## src/rtl/vx_opc_dispatch.sv

```systemverilog
// Operand-collector allocator for one issue slice: picks a free collector per
// instruction, tracks relative age of in-flight entries and exports wait masks.
module vx_opc_dispatch #(
  parameter int unsigned NUM_OPCS     = 4,
  parameter int unsigned NUM_VOPCS    = 1,
  parameter int unsigned NUM_WIS      = 4,
  parameter int unsigned ORDER_MODE   = 0,
  parameter int unsigned SCALAR_SPILL = 0,
  parameter int unsigned CTR_W        = 16,
  localparam int unsigned WIS_W = (NUM_WIS > 1) ? $clog2(NUM_WIS) : 1,
  localparam int unsigned OPC_W = (NUM_OPCS > 1) ? $clog2(NUM_OPCS) : 1,
  localparam int unsigned OCC_W = $clog2(NUM_OPCS + 1)
) (
  input  logic                         clk,
  input  logic                         reset,
  input  logic                         enq_valid,
  input  logic                         enq_is_vec,
  input  logic [WIS_W-1:0]             enq_wis,
  output logic                         enq_ready,
  output logic [OPC_W-1:0]             enq_opc,
  input  logic                         deq_valid,
  input  logic [OPC_W-1:0]             deq_opc,
  input  logic                         deq_eop,
  output logic [NUM_OPCS-1:0]          opc_busy,
  output logic [NUM_OPCS*NUM_OPCS-1:0] opc_wait_mask,
  output logic [OCC_W-1:0]             occupancy,
  output logic [CTR_W-1:0]             perf_stalls,
  output logic                         err_deq
);

  // Collectors [0, NUM_VOPCS) can hold vector instructions.
  localparam logic [NUM_OPCS-1:0] VEC_MASK  = NUM_OPCS'((64'(1) << NUM_VOPCS) - 64'(1));
  localparam logic [NUM_OPCS-1:0] SCAL_MASK = ~VEC_MASK;

  logic [NUM_OPCS-1:0] busy_q, busy_d;
  logic [NUM_OPCS-1:0] older_q [NUM_OPCS];
  logic [NUM_OPCS-1:0] older_d [NUM_OPCS];
  logic [WIS_W-1:0]    wis_q   [NUM_OPCS];
  logic [WIS_W-1:0]    wis_d   [NUM_OPCS];
  logic [OCC_W-1:0]    occ_q, occ_d;
  logic [CTR_W-1:0]    stall_q, stall_d;
  logic                err_q, err_d;

  logic [NUM_OPCS-1:0] free_vec, free_scal, cand;
  logic [NUM_OPCS-1:0] deq_hit, free_now, alloc_oh;
  logic                alloc, deq_idle;

  // Lowest free eligible collector; scalars fall back to vector slots only when spilling.
  always_comb begin
    free_vec  = ~busy_q & VEC_MASK;
    free_scal = ~busy_q & SCAL_MASK;
    if (enq_is_vec) begin
      cand = free_vec;
    end else if ((free_scal != '0) || (SCALAR_SPILL == 0)) begin
      cand = free_scal;
    end else begin
      cand = free_vec;
    end
    enq_opc = '0;
    for (int i = NUM_OPCS - 1; i >= 0; i--) begin
      if (cand[i]) enq_opc = OPC_W'(i);
    end
    enq_ready = |cand;
  end

  // Decode dequeue and allocation into one-hot collector vectors.
  always_comb begin
    alloc = enq_valid && enq_ready;
    for (int j = 0; j < NUM_OPCS; j++) begin
      deq_hit[j]  = deq_valid && (deq_opc == OPC_W'(j));
      alloc_oh[j] = alloc && (enq_opc == OPC_W'(j));
    end
    free_now = deq_hit & busy_q & {NUM_OPCS{deq_eop}};
    deq_idle = deq_valid && ((deq_hit & busy_q) == '0);
  end

  // Next-state for busy, age matrix, warp tags and status counters.
  always_comb begin
    busy_d = (busy_q & ~free_now) | alloc_oh;
    for (int i = 0; i < NUM_OPCS; i++) begin
      older_d[i] = older_q[i] & ~free_now & ~alloc_oh;
      if (free_now[i]) older_d[i] = '0;
      // A collector freed this cycle is not counted as older than the new entry.
      if (alloc_oh[i]) older_d[i] = busy_q & ~free_now;
      wis_d[i] = alloc_oh[i] ? enq_wis : wis_q[i];
    end
    occ_d = '0;
    for (int i = 0; i < NUM_OPCS; i++) begin
      occ_d = occ_d + OCC_W'(busy_d[i]);
    end
    stall_d = stall_q;
    if (enq_valid && !enq_ready && (stall_q != {CTR_W{1'b1}})) begin
      stall_d = stall_q + CTR_W'(1);
    end
    err_d = err_q | deq_idle;
  end

  // State registers.
  always_ff @(posedge clk or negedge reset) begin
    if (!reset) begin
      busy_q  <= '0;
      occ_q   <= '0;
      stall_q <= '0;
      err_q   <= 1'b0;
      for (int i = 0; i < NUM_OPCS; i++) begin
        older_q[i] <= '0;
        wis_q[i]   <= '0;
      end
    end else begin
      busy_q  <= busy_d;
      occ_q   <= occ_d;
      stall_q <= stall_d;
      err_q   <= err_d;
      for (int i = 0; i < NUM_OPCS; i++) begin
        older_q[i] <= older_d[i];
        wis_q[i]   <= wis_d[i];
      end
    end
  end

  // Wait mask from registered state only: older busy entries of the same warp (or any, in global mode).
  always_comb begin
    opc_wait_mask = '0;
    for (int i = 0; i < NUM_OPCS; i++) begin
      for (int j = 0; j < NUM_OPCS; j++) begin
        opc_wait_mask[i*NUM_OPCS + j] = (i != j) && busy_q[i] && busy_q[j] && older_q[i][j] &&
                                        ((ORDER_MODE != 0) || (wis_q[i] == wis_q[j]));
      end
    end
  end

  assign opc_busy    = busy_q;
  assign occupancy   = occ_q;
  assign perf_stalls = stall_q;
  assign err_deq     = err_q;

endmodule

```

## config.mk

```make
export PLATFORM = sky130hd
export DESIGN_NAME = vx_opc_dispatch
export DESIGN_NICKNAME = d
export VERILOG_FILES = /design/src/rtl/vx_opc_dispatch.sv
export SDC_FILE = /design/constraint.sdc
export NUM_CORES = 1
export LEC_CHECK = 0
export BUFFER_PORTS_ARGS = -buffer_cell sky130_fd_sc_hd__buf_2
export CAP_MARGIN = 10
export CORE_ASPECT_RATIO = 0.6
export CORE_MARGIN = 8
export CORE_UTILIZATION = 55
export CTS_CLUSTER_DIAMETER = 150
export DETAILED_ROUTE_END_ITERATION = 8
export HOLD_SLACK_MARGIN = 0.06
export PLACE_DENSITY = 0.93
export SYNTH_ARGS = -nofsm -noshare
export SYNTH_HDL_FRONTEND = slang
export SYNTH_SLANG_ARGS = --single-unit
```

## constraint.sdc

```tcl
create_clock -name clk -period 5.13 [get_ports clk]
set_clock_uncertainty 0.05 [all_clocks]
set_input_delay 0.513 -clock clk [delete_from_list [all_inputs] [get_ports clk]]
set_output_delay 0.513 -clock clk [all_outputs]
set_load 0.005 [all_outputs]
```

==> flow_summary.ini <==
[setup_path]
setup.worst_path.start = opc_busy[1]
critPathArrivalTime_ns = 2.59
worstPathMaxFanout = 14
regToRegStartpoint = opc_busy[1]
worstSetupStartpointType = flop
reg2reg_to = occupancy[1]
rr_worst_depth = 6
crit_path_end_kind = flop
setup.worst_path.end = occupancy[1]
crit_required_ns = 5.26
rrSetupSlack_ns = 2.67
worstSetupPathType = reg -> reg

[cts]
cts_resized = 0
path_clk_slew_ns = 0.08
h-tree-depth = 2
tritoncts = done
clock_latency_ns = 0.29
ctsRootBufferMaster = clkbuf_8
post_cts_buffers = 0
clock-sinks = 44
hold_buffers = 0
cts.path.max_buffers = 2
numCtsBuffers = 5

[drt]
drc = 0
ant_nets = 0
routed-via-count = 1888
drtIter0Drc = 145
vias_per_cell = 5.70
wl_per_cell_um = 17.4
wl_um = 5760
first_pass_iters = 4

[placement]
place.gp.congestion = 0.947
dpl_cell_area_um2 = 2530
dp_cells = 324
io_buffers = 48
dp_hpwl_um = 4360

[floorplanning]
die_w_um = 99.0
pin_count = 53
dieHeight_um = 65.8
die-area_um2 = 6520
core_region_area_um2 = 4030
rows = 18
start_util = 0.564

[logic_synthesis]
netlist_area_um2 = 2270
synth_top_area_frac = 0.484
synth-main-ff-cell = dfrtp_1
ys_ff_latch = 44
yosysTopAreaCell = dfrtp_1
synth_area_leaders = dfrtp_1 (48%), nand2_1 (6.8%), xor2_1 (5.4%)
yosys.cell_types.count = 38
synth_edf_count = 0
synth_seq_area_share = 0.484
ys_warn_count = 0
synthCells = 234
async_reset_ff_frac = 1.00
syn_avg_cell_area_um2 = 9.72

[layout]
antenna_cells = 0
final_nets = 295
area_growth_syn_to_layout_pct = 14.7
fill_cells = 327
stdcell_count = 331
drive_above_1_share = 0.228
fin_area_um2 = 2610
layout_common_cells = buf_2 (48), dfrtp_1 (44), nand2_1 (41), and2_1 (15), a21oi_1 (15)
final_common_cell = buf_2

[pwr]
seqPwrFrac = 0.484
power_density_nw_per_um2 = 494
p_int_uw = 777
ir_drop_uv = 235
p_comb_frac = 0.359
clockPowerShare = 0.157
p_leak_uw = 0.00129
p_sw_uw = 510
switching_share = 0.396

[global_routing]
antenna_found_initial = 0
grt_pass1_vias = 1783
grt_max_degree = 45
grt_overflow = 0
grt_use_total = 0.186
grt_pass1_wl_um = 9280

[sta]
final_max_slew_viol_count = 0
timing.fmax_ghz = 0.406
finalSetupTns_ns = 0
hold_violations = 0
tightestPinTransition_ns = 0.952
setup_viol = 0
period_share = 0.480
hold_ws_ns = 0.319
fin_crit_ns = 2.46
slew_headroom = 0.365
rsz0062_at_grt = no

[min_path]
hold_path_class = in -> async

[outcome]
status = finished, final reports clean

[run]
cap_violations = 0
## kinds of logic (layout without fill, tap and decap cells)
kind of cell / count (synthesis) / count (layout) / share of synthesized area
other: 1 / 4 / 0.00165
muxes: 4 / 4 / 0.0248
DFF: 44 / 44 / 0.484
adders and majority gates: 4 / 4 / 0.0253
xor gates and xnor gates: 26 / 26 / 0.100
and+or+nand+nor: 121 / 121 / 0.279
buffers and inverters: 12 / 56 / 0.0269
AOI/OAI and AO/OA: 22 / 22 / 0.0578
## cell usage after synthesis, types with 3 or more instances
| library cell | number |
|---|---|
| a21oi_1 | 15 |
| ha_1 | 3 |
| and3_1 | 3 |
| nor3_1 | 13 |
| xor2_1 | 14 |
| buf_4 | 4 |
| nand2b_1 | 3 |
| dfrtp_1 | 44 |
| nor2_1 | 11 |
| clkbuf_1 | 6 |
| nand3_1 | 10 |
| nand4_1 | 11 |
| nand2_1 | 41 |
| xnor2_1 | 12 |
| and2_1 | 15 |
## power groups by stage
stage | Combinational [µW] | Sequential (µW) | Clock [µW]
CTS | 465 | 617 | 206
global route | 525 | 642 | 225
finish | 463 | 623 | 202
floorplan | 332 | 563 | 0
detailed placement | 457 | 623 | 0
global placement | 448 | 616 | 0
## sequential cells by signal (all words and copies together), names as in the netlist
register and flops:
occupancy 3, perf_stalls 16, err_deq 1, wis_q 8, older_q 12, opc_busy 4
## cell type report
cell class / count / area, µm² / area share
inverters: 1 / 3.75 / 0.00144
flip-flops and latches: 44 / 1100 / 0.422
clock buffers: 6 / 72.6 / 0.0278
well taps: 50 / 62.6 / 0.0240
repair buffers: 48 / 240 / 0.0921
multi-input cells: 181 / 1120 / 0.431
clock inverters: 1 / 5.00 / 0.00192
## metrics by stage
| stage | utilization | setup WS, ns | total power, µW |
|---|---|---|---|
| final | 0.647 | 2.67 | 1290 |
| after floorplan | - | 2.81 | 895 |
| after detailed placement | 0.628 | 2.63 | 1080 |
| after CTS | 0.647 | 2.70 | 1290 |
| after global placement | 0.628 | 2.68 | 1060 |
| after global routing | 0.647 | 2.56 | 1390 |
## worst min path at each step
| stage | from | to | slack, ns |
|---|---|---|---|
| floorplan | reset | err_deq | 0.17 |
| global placement | err_deq | err_deq | 0.41 |
| detailed placement | err_deq | err_deq | 0.41 |
| CTS | reset | perf_stalls[0] | 0.36 |
| global route | reset | wis_q[2] | 0.39 |
| finish | reset | wis_q[6] | 0.32 |
## layer usage
| layer | part of all wire | vias to the layer above | GRT usage | wire length (µm) |
|---|---|---|---|---|
| met3 | 0.092 | 8 | 0.0651 | 527 |
| met2 | 0.45 | 82 | 0.279 | 2570 |
| li1 | - | 887 | - | - |
| met5 | 0 | - | 0 | 0 |
| met1 | 0.45 | 911 | 0.246 | 2580 |
| met4 | 0.014 | 0 | 0.0626 | 78 |
## worst max-delay path, stage by stage (launching register included)
cell and delay, ns:
dfrtp_1 0.58, nand3b_1 0.26, or2_2 0.44, nand2_1 0.13, fa_1 0.43, ha_1 0.19
ha_1 0.27
Power figures use the tool's default switching activity.
